$ cat config.mk
export PLATFORM = sky130hd
export DESIGN_NAME = pipelined_control_unit
export DESIGN_NICKNAME = d
export VERILOG_FILES = /design/src/rtl/arm_ctrl_pkg.sv /design/src/rtl/cond_check.sv /design/src/rtl/pipelined_control_unit.sv
export SDC_FILE = /design/constraint.sdc
export NUM_CORES = 1
export LEC_CHECK = 0
export BUFFER_PORTS_ARGS = -buffer_cell sky130_fd_sc_hd__buf_2
export CAP_MARGIN = 20
export CORE_ASPECT_RATIO = 2
export CORE_MARGIN = 8
export CORE_UTILIZATION = 48
export CTS_BUF_LIST = sky130_fd_sc_hd__clkbuf_16
export DETAILED_ROUTE_END_ITERATION = 7
export PLACE_DENSITY = 0.78
export SLEW_MARGIN = 20
export SYNTH_ARGS = -nofsm -noshare
export SYNTH_HDL_FRONTEND = slang
export SYNTH_HIERARCHICAL = 1
export SYNTH_SLANG_ARGS = --single-unit
$ cat constraint.sdc
create_clock -name clk -period 2.12 [get_ports clk]
set_input_delay 0.424 -clock clk [delete_from_list [all_inputs] [get_ports clk]]
set_output_delay 0.424 -clock clk [all_outputs]
set_load 0.005 [all_outputs]
$ cat src/rtl/arm_ctrl_pkg.sv
// Shared encodings for the pipelined ARM control unit: ALU operations, instruction
// classes, data-processing commands, condition codes and the Decode->Execute bundle.
package arm_ctrl_pkg;

    localparam logic [2:0] ALU_ADD = 3'b000;
    localparam logic [2:0] ALU_SUB = 3'b001;
    localparam logic [2:0] ALU_AND = 3'b010;
    localparam logic [2:0] ALU_ORR = 3'b011;
    localparam logic [2:0] ALU_EOR = 3'b100;

    localparam logic [1:0] OP_DP  = 2'b00;
    localparam logic [1:0] OP_MEM = 2'b01;
    localparam logic [1:0] OP_BR  = 2'b10;

    // Funct[4:1] command field of data-processing instructions
    localparam logic [3:0] CMD_AND = 4'b0000;
    localparam logic [3:0] CMD_EOR = 4'b0001;
    localparam logic [3:0] CMD_SUB = 4'b0010;
    localparam logic [3:0] CMD_ADD = 4'b0100;
    localparam logic [3:0] CMD_TST = 4'b1000;
    localparam logic [3:0] CMD_CMP = 4'b1010;
    localparam logic [3:0] CMD_ORR = 4'b1100;

    localparam logic [3:0] COND_EQ = 4'b0000;
    localparam logic [3:0] COND_NE = 4'b0001;
    localparam logic [3:0] COND_CS = 4'b0010;
    localparam logic [3:0] COND_CC = 4'b0011;
    localparam logic [3:0] COND_MI = 4'b0100;
    localparam logic [3:0] COND_PL = 4'b0101;
    localparam logic [3:0] COND_VS = 4'b0110;
    localparam logic [3:0] COND_VC = 4'b0111;
    localparam logic [3:0] COND_HI = 4'b1000;
    localparam logic [3:0] COND_LS = 4'b1001;
    localparam logic [3:0] COND_GE = 4'b1010;
    localparam logic [3:0] COND_LT = 4'b1011;
    localparam logic [3:0] COND_GT = 4'b1100;
    localparam logic [3:0] COND_LE = 4'b1101;
    localparam logic [3:0] COND_AL = 4'b1110;
    localparam logic [3:0] COND_NV = 4'b1111;

    typedef struct packed {
        logic [3:0] cond;
        logic [2:0] aluCtrl;
        logic       aluSrc;
        logic       memtoReg;
        logic       regWrite;
        logic       memWrite;
        logic       branch;
        logic       noWrite;
        logic [1:0] flagWrite;
        logic       pcSrc;
    } ctrlDE_t;

endpackage

$ cat src/rtl/cond_check.sv
// Combinational ARM condition-field evaluation against the current NZCV flags.
module cond_check
    import arm_ctrl_pkg::*;
(
    input  logic [3:0] Cond,
    input  logic [3:0] Flags,
    output logic       CondEx
);

    logic flagN, flagZ, flagC, flagV;

    assign {flagN, flagZ, flagC, flagV} = Flags;

    // Condition decode; the 1111 encoding never passes
    always_comb begin
        CondEx = 1'b0;
        case (Cond)
            COND_EQ: CondEx = flagZ;
            COND_NE: CondEx = ~flagZ;
            COND_CS: CondEx = flagC;
            COND_CC: CondEx = ~flagC;
            COND_MI: CondEx = flagN;
            COND_PL: CondEx = ~flagN;
            COND_VS: CondEx = flagV;
            COND_VC: CondEx = ~flagV;
            COND_HI: CondEx = flagC & ~flagZ;
            COND_LS: CondEx = ~flagC | flagZ;
            COND_GE: CondEx = (flagN == flagV);
            COND_LT: CondEx = (flagN != flagV);
            COND_GT: CondEx = ~flagZ & (flagN == flagV);
            COND_LE: CondEx = flagZ | (flagN != flagV);
            COND_AL: CondEx = 1'b1;
            COND_NV: CondEx = 1'b0;
            default: CondEx = 1'b0;
        endcase
    end

endmodule

$ cat src/rtl/pipelined_control_unit.sv
// Control unit for the 5-stage ARM pipeline: Decode-stage decode, E/M/W control
// registers, NZCV flag register and Execute-stage predication.
module pipelined_control_unit
    import arm_ctrl_pkg::*;
#(
    parameter int         ALUCTRL_W = 3,
    parameter logic [3:0] PC_REG    = 4'd15,
    parameter bit         EXT_OPS   = 1'b1
) (
    input  logic                 clk,
    input  logic                 reset,
    input  logic [3:0]           CondD,
    input  logic [1:0]           OpD,
    input  logic [5:0]           FunctD,
    input  logic [3:0]           RdD,
    input  logic                 FlushE,
    input  logic [3:0]           ALUFlagsE,
    output logic [1:0]           RegSrcD,
    output logic [1:0]           ImmSrcD,
    output logic [ALUCTRL_W-1:0] ALUControlE,
    output logic                 ALUSrcE,
    output logic                 MemtoRegE,
    output logic                 BranchTakenE,
    output logic [3:0]           FlagsE,
    output logic                 RegWriteM,
    output logic                 MemWriteM,
    output logic                 MemtoRegW,
    output logic                 RegWriteW,
    output logic                 PCSrcW,
    output logic                 PCWrPendingF
);

    ctrlDE_t    decRaw;
    ctrlDE_t    decD;
    ctrlDE_t    ctrlE;
    logic [1:0] regSrcRaw;
    logic [1:0] immSrcRaw;
    logic       aluOp;
    logic       isArith;
    logic       bubble;
    logic       killD;
    logic       condExE;
    logic [3:0] flagReg;
    logic       memtoRegM;
    logic       pcSrcM;

    // Main and ALU decode; unsupported encodings collapse to a bubble
    always_comb begin
        decRaw      = '0;
        regSrcRaw   = 2'b00;
        immSrcRaw   = 2'b00;
        aluOp       = 1'b0;
        isArith     = 1'b0;
        bubble      = 1'b0;
        decRaw.cond = CondD;
        case (OpD)
            OP_DP: begin
                decRaw.aluSrc   = FunctD[5];
                decRaw.regWrite = 1'b1;
                aluOp           = 1'b1;
            end
            OP_MEM: begin
                immSrcRaw     = 2'b01;
                decRaw.aluSrc = 1'b1;
                if (FunctD[0]) begin
                    decRaw.memtoReg = 1'b1;
                    decRaw.regWrite = 1'b1;
                end else begin
                    regSrcRaw       = 2'b10;
                    decRaw.memWrite = 1'b1;
                end
            end
            OP_BR: begin
                regSrcRaw     = 2'b01;
                immSrcRaw     = 2'b10;
                decRaw.aluSrc = 1'b1;
                decRaw.branch = 1'b1;
            end
            default: bubble = 1'b1;
        endcase
        if (aluOp) begin
            case (FunctD[4:1])
                CMD_ADD: begin
                    decRaw.aluCtrl = ALU_ADD;
                    isArith        = 1'b1;
                end
                CMD_SUB: begin
                    decRaw.aluCtrl = ALU_SUB;
                    isArith        = 1'b1;
                end
                CMD_AND: decRaw.aluCtrl = ALU_AND;
                CMD_ORR: decRaw.aluCtrl = ALU_ORR;
                CMD_EOR: begin
                    if (EXT_OPS) begin
                        decRaw.aluCtrl = ALU_EOR;
                    end else begin
                        bubble = 1'b1;
                    end
                end
                CMD_CMP: begin
                    if (EXT_OPS) begin
                        decRaw.aluCtrl = ALU_SUB;
                        decRaw.noWrite = 1'b1;
                        isArith        = 1'b1;
                    end else begin
                        bubble = 1'b1;
                    end
                end
                CMD_TST: begin
                    if (EXT_OPS) begin
                        decRaw.aluCtrl = ALU_AND;
                        decRaw.noWrite = 1'b1;
                    end else begin
                        bubble = 1'b1;
                    end
                end
                default: bubble = 1'b1;
            endcase
        end else begin
            decRaw.aluCtrl = ALU_ADD;
        end
        decRaw.flagWrite = {FunctD[0] & aluOp, FunctD[0] & aluOp & isArith};
        decRaw.pcSrc     = ((RdD == PC_REG) & decRaw.regWrite & ~decRaw.noWrite) | decRaw.branch;
    end

    // Reset also silences Decode so nothing is reported while the pipe is held
    assign killD   = bubble | reset;
    assign decD    = killD ? '0 : decRaw;
    assign RegSrcD = killD ? 2'b00 : regSrcRaw;
    assign ImmSrcD = killD ? 2'b00 : immSrcRaw;

    cond_check uCondCheck (
        .Cond   (ctrlE.cond),
        .Flags  (flagReg),
        .CondEx (condExE)
    );

    // Decode->Execute register; flush inserts a bubble
    always_ff @(posedge clk or posedge reset) begin
        if (reset) begin
            ctrlE <= '0;
        end else if (FlushE) begin
            ctrlE <= '0;
        end else begin
            ctrlE <= decD;
        end
    end

    // Execute->Memory register, side effects qualified by the condition result
    always_ff @(posedge clk or posedge reset) begin
        if (reset) begin
            RegWriteM <= 1'b0;
            MemWriteM <= 1'b0;
            memtoRegM <= 1'b0;
            pcSrcM    <= 1'b0;
        end else begin
            RegWriteM <= ctrlE.regWrite & condExE & ~ctrlE.noWrite;
            MemWriteM <= ctrlE.memWrite & condExE;
            memtoRegM <= ctrlE.memtoReg;
            pcSrcM    <= ctrlE.pcSrc & condExE;
        end
    end

    // Memory->Writeback register
    always_ff @(posedge clk or posedge reset) begin
        if (reset) begin
            RegWriteW <= 1'b0;
            MemtoRegW <= 1'b0;
            PCSrcW    <= 1'b0;
        end else begin
            RegWriteW <= RegWriteM;
            MemtoRegW <= memtoRegM;
            PCSrcW    <= pcSrcM;
        end
    end

    // NZCV register: N,Z and C,V have independent write enables
    always_ff @(posedge clk or posedge reset) begin
        if (reset) begin
            flagReg <= 4'b0000;
        end else begin
            if (ctrlE.flagWrite[1] & condExE) begin
                flagReg[3:2] <= ALUFlagsE[3:2];
            end
            if (ctrlE.flagWrite[0] & condExE) begin
                flagReg[1:0] <= ALUFlagsE[1:0];
            end
        end
    end

    assign ALUControlE  = ALUCTRL_W'(ctrlE.aluCtrl);
    assign ALUSrcE      = ctrlE.aluSrc;
    assign MemtoRegE    = ctrlE.memtoReg;
    assign BranchTakenE = ctrlE.branch & condExE;
    assign FlagsE       = flagReg;
    assign PCWrPendingF = decD.pcSrc | ctrlE.pcSrc | pcSrcM;

endmodule

After elaboration in Yosys (flattened, before gate mapping). Cells that the tools add are included.

Register bits after elaboration: 27.

Equal/unequal tests: 26. Multiplexer cells: 25. Bitwise gates (word level): 25. Reductions and logical operators: 10.

Operator list (count): equality test 4 bit, second input constant (12); 2-to-1 mux 16 bit (2); equality test 4 x 3 -> 1 bit, second input constant (5); case mux 1 bit (16 select lines) (1); AND 1 bit (13); equality test 4 x 2 -> 1 bit, second input constant (3); 2-to-1 mux 1 bit (12); case mux 3 bit (4 select lines) (1); equality test 4 x 1 -> 1 bit, second input constant (2); zero test 4 bit (2); 2-to-1 mux 2 bit (4); case mux 2 bit (2 select lines) (2); OR reduction 2 bit (4); OR reduction 7 bit (1); NOT 1 bit (6); OR 1 bit (6); OR reduction 3 bit (2); case mux 1 bit (2 select lines) (2); 2-to-1 mux 3 bit (1); equality test 2 x 1 -> 1 bit, second input constant (1); equality test 2 bit, second input constant (1); zero test 2 bit (1); equality test 1 bit (1); inequality test 1 bit (1).

Logic depth before layout (Yosys ltp).
Depth after elaboration: 10. Gate-level depth with buffers: 8.

Cells and area by module. The synthesis kept the hierarchy.

By module, submodules not included: pipelined_control_unit (times used 1, cells each 98, area each 1211.2 µm², seq. area each 675.6 µm²); cond_check (times used 1, cells each 23, area each 155.1 µm², seq. area each 0.0 µm²).

Least setup slack after synthesis. No wires, ideal clock.

Path type: flip-flop to output port. Start point: reg flagReg[3], in the netlist FlagsE[3]. End point: out BranchTakenE. Data arrival time: 1.607 ns. Setup slack: 0.089 ns. Stages on the path, launching flop included: 7. Path buffers: 0. Path through: dfrtp_1 -> xor2_1 -> xor2_1 -> a2111oi_1 -> a311oi_1 -> o22ai_1 -> and2_1.

Cells in the longest elaborated chain, start to end: 4.

RTL lines: start, declared (RTL line pipelined_control_unit.sv:43) `logic [3:0] flagReg;`; start signal, assigned (RTL line pipelined_control_unit.sv:183) `flagReg[3:2] <= ALUFlagsE[3:2];`; inequality test 1 bit / equality test 1 bit (equally long branches); OR 1 bit / AND 1 bit (equally long branches) (RTL line cond_check.sv:31, cond_check.sv:30); case mux 1 bit (16 select lines) * (RTL line cond_check.sv:17) `case (Cond)`; via condExE (RTL line pipelined_control_unit.sv:42) `logic condExE;`; AND 1 bit * (RTL line pipelined_control_unit.sv:194) `assign BranchTakenE = ctrlE.branch & condExE;`; end, declared (RTL line pipelined_control_unit.sv:23) `output logic BranchTakenE,`.

Mark *: on every way through the listed nets, which the timed path passes. The rest lies on a longest branch.

Final worst setup path.
Start point: reg flagReg[0], in the netlist FlagsE[0]. End point: out BranchTakenE.

Same word-level chain as after synthesis.

==> impl_metrics.env <==
export IMPL_area_delta_synth_final_pct=28.8
export IMPL_synthMuxAreaShare_pct=4.03
export IMPL_power_frac_comb_pct=20.6
export IMPL_cp_max_fo=3
export IMPL_synthTopCellsByArea="dfrtp_1, nor3b_2, ha_1"
export IMPL_tns_ps=-221
export IMPL_multi_input_area_um2=641
export IMPL_clockPowerShare_pct=33.4
export IMPL_postRouteAntennaNets=0
export IMPL_antenna_found_initial=0
export IMPL_synth_fa_ha_area_share_pct=3.66
export IMPL_wire_per_inst_um=16.0
export IMPL_synth_seq_area_share_pct=49.5
export IMPL_fin_skew_ps=1.04
export IMPL_synthSimpleGateAreaFrac_pct=22.6
export IMPL_hold_viol_final=0
export IMPL_postLayoutCoreUtil_pct=64.3
export IMPL_worstPathRequired_ps=1700
export IMPL_hpwl_um=2430
export IMPL_worst_pin_slew_ps=520
export IMPL_vdd_ir_drop_max_v=0.000475
export IMPL_worst_endpoint_arrival_ps=1920
export IMPL_ys_flop_type="dfrtp_1"
export IMPL_initial_core_util_pct=49.9
export IMPL_syn_instance_count=121
export IMPL_grt_use_total_pct=13.8
export IMPL_cts_buffers=3
export IMPL_netlist_area_leader_share_pct=49.5
export IMPL_drt_iter0_markers=5
export IMPL_syn_area_per_cell_um2=11.3
export IMPL_synth_area_leader_cell="dfrtp_1"
export IMPL_cts_num_sinks=27
export IMPL_gp_congestion=0.820
export IMPL_hold_ws_ps=264
export IMPL_io_buffers=42
export IMPL_synth_cell_area_um2=1370
export IMPL_seq_power_share_pct=45.9
export IMPL_hp_class="primary input to async pin"
export IMPL_post_place_cells=187
export IMPL_synth_top_family_by_area="simple AND/OR/NAND/NOR gates"
export IMPL_coreArea_um2=2740
export IMPL_ios=43
export IMPL_grt_setup_unrepaired="true"
export IMPL_cp_end_kind="output port"
export IMPL_grt_start_max_net_pins=28
export IMPL_relSlewSlack_pct=65.3
export IMPL_syn_nets=148
export IMPL_insertion_delay_ps=250
export IMPL_stdcell_count=198
export IMPL_viasPerCell=5.47
export IMPL_violations="negative setup slack"
export IMPL_yosysUniqueCellTypes=40
export IMPL_fin_ws_ps=-221
export IMPL_fp_dieW_um=53.7
export IMPL_async_reset_ff_share_pct=100
export IMPL_synth_compound_area_share_pct=10.5
export IMPL_critPathTopFamily="compound AO/OA/AOI/OAI gates"
export IMPL_dieArea_um2=4910
export IMPL_cts_tree="built"
export IMPL_setup_viol=1
export IMPL_crit_buf_inv=3
export IMPL_n_antenna_cell=0
export IMPL_min_period_over_period_pct=110
export IMPL_max_clock_path_buffers=2
export IMPL_grt_overflow_total=0
export IMPL_cap_violations=0
export IMPL_num_vias=1083
export IMPL_firstDrtPassIters=4
export IMPL_fmax_mhz=427
export IMPL_power_total_mw=1.23
export IMPL_yosys_register_bits=27
export IMPL_startpoint_type="flop"
export IMPL_slew_viol_final=0
export IMPL_crit_type="flop to output port"
export IMPL_seq_area_um2=681
export IMPL_power_share_switching_pct=25.2
export IMPL_grt_pass1_vias=1220
export IMPL_synth_edff_count=0
export IMPL_clkSlewWorstSetupHoldPaths_ps=60
export IMPL_drc=0
export IMPL_clock_root_buffer="clkbuf_16"
export IMPL_routed_wl_um=3170
export IMPL_core_rowCount=27
export IMPL_cts_max_level=1
export IMPL_drive_gt1_share_pct=50.9
export IMPL_num_fill_cells=226
export IMPL_min_period_ps=2340
export IMPL_slowest_stage="dfrtp_1"
export IMPL_grt_pass1_wl_um=5290
export IMPL_p_switching_mw=0.310
export IMPL_chipHeight_um=91.5
export IMPL_slowest_delay_ps=410
export IMPL_p_per_area_nw_per_um2=699
export IMPL_p_leak_nw=0.885
export IMPL_path_cells="buf_4 > buf_6 > mux2i_4 > xnor2_1 > a311oi_1 > o22ai_1 > and2_1 > buf_2"
export IMPL_power_internal_mw=0.919
export IMPL_final_nets=197
export IMPL_synthXorXnorAreaFrac_pct=2.56
export IMPL_outcome="finished, violations left"
export IMPL_ys_warn_count=6
==> cells in the mapped netlist (3+ instances only) <==
cell     number
dfrtp_1      27
inv_1         9
xor2_1        3
buf_4         5
ha_1          4
and2_1        3
nand2_1       7
a21oi_1       5
nor3b_2       5
mux2_2        4
nor3_2        5
nor2_1       10
==> kinds of logic after synthesis <==
family	Yosys count
DFF	27
AOI/OAI and AO/OA	20
xor gates and xnor gates	4
buffers and inverters	17
adders and majority gates	4
and+or+nand+nor	44
muxes	5
==> through the flow <==
step,setup slack [ps],area (um^2)
after floorplan,89.4,1370
after global placement,122,1570
after detailed placement,33.5,1570
after CTS,-133,1710
after global routing,-341,1760
final,-221,1760
==> power groups by stage <==
stage / Combinational (mW) / Sequential (mW) / Clock (mW)
after floorplan: 0.120 / 0.564 / 0
after global placement: 0.185 / 0.567 / 0
after detailed placement: 0.192 / 0.570 / 0
after CTS: 0.238 / 0.562 / 0.421
after global routing: 0.276 / 0.568 / 0.445
final: 0.254 / 0.565 / 0.411
==> path summary, 6_finish.rpt <==
kind                       startpoint      endpoint  slack, ps  depth (start not counted)
hold reg to reg             memtoRegM     MemtoRegW        350                          0
min in group clk            memtoRegM     MemtoRegW        350                          0
setup / recovery            FlagsE[0]  BranchTakenE       -220                          8
setup reg to reg            FlagsE[0]     FlagsE[3]         70                          8
max in group asynchronous       reset     FlagsE[2]       1590                          3
hold / removal                  reset      ctrlE[3]        260                          3
==> metal layers <==
layer / track usage (%) / wire length, um / up-vias / share of wire (%)
li1: - / - / 509 / -
met1: 13.5 / 1060 / 530 / 33
met2: 25.6 / 1890 / 38 / 60
met3: 1.47 / 150 / 6 / 4.7
met4: 7.20 / 65 / 0 / 2.1
met5: 0 / 0 / - / 0
==> worst reg2reg max path: cells and delay by family (launching register included) <==
kind	cells	cell delay, ps
compound gates	3	640
flops	1	410
xor+xnor	2	340
mux	1	300
buf+inv	1	190
simple gates	1	60
==> sequential cells by signal, indices dropped and copies added, names as in the netlist <==
| register | flops |
|---|---|
| ctrlE | 11 |
| FlagsE | 4 |
| ALUControlE | 3 |
| ALUSrcE | 1 |
| MemWriteM | 1 |
| MemtoRegE | 1 |
| MemtoRegW | 1 |
| PCSrcW | 1 |
| RegWriteM | 1 |
| RegWriteW | 1 |
| memtoRegM | 1 |
| pcSrcM | 1 |
==> layout make-up <==
cell class | instances | area share, %
clock buffer | 3 | 4.27
inverter | 9 | 1.92
timing repair buffer | 52 | 16.4
tap | 29 | 2.06
multi-input combinational | 77 | 36.4
clock inverter | 1 | 0.213
sequential | 27 | 38.7
==> cell usage in the layout, fill, tap and decap left out, types with 2 or more instances in the layout <==
master,Yosys,routed
buf_2,0,42
dfrtp_1,27,23
inv_1,9,10
nor2_1,10,9
buf_4,5,9
nor3b_2,5,5
nand2_1,7,5
nor3_2,5,5
a21oi_1,5,5
dfrtp_2,0,4
and2_1,3,3
ha_1,4,3
clkbuf_16,0,3
o21ai_1,2,2
and4_1,2,2
a31oi_1,2,2
nor3_1,2,2
nor4_1,2,2
a211oi_2,1,2
mux2_2,4,2
mux2_4,0,2
xor2_1,3,2
==> repair_timing <==
action	in CTS	in global routing
setup endpoints to repair	1	8
gates resized for setup	8	9
buffers inserted	5	5
hold endpoints to repair	0	0
hold buffers	0	0
pin swaps	4	6
Note: power is estimated with default switching activity, not from simulation.
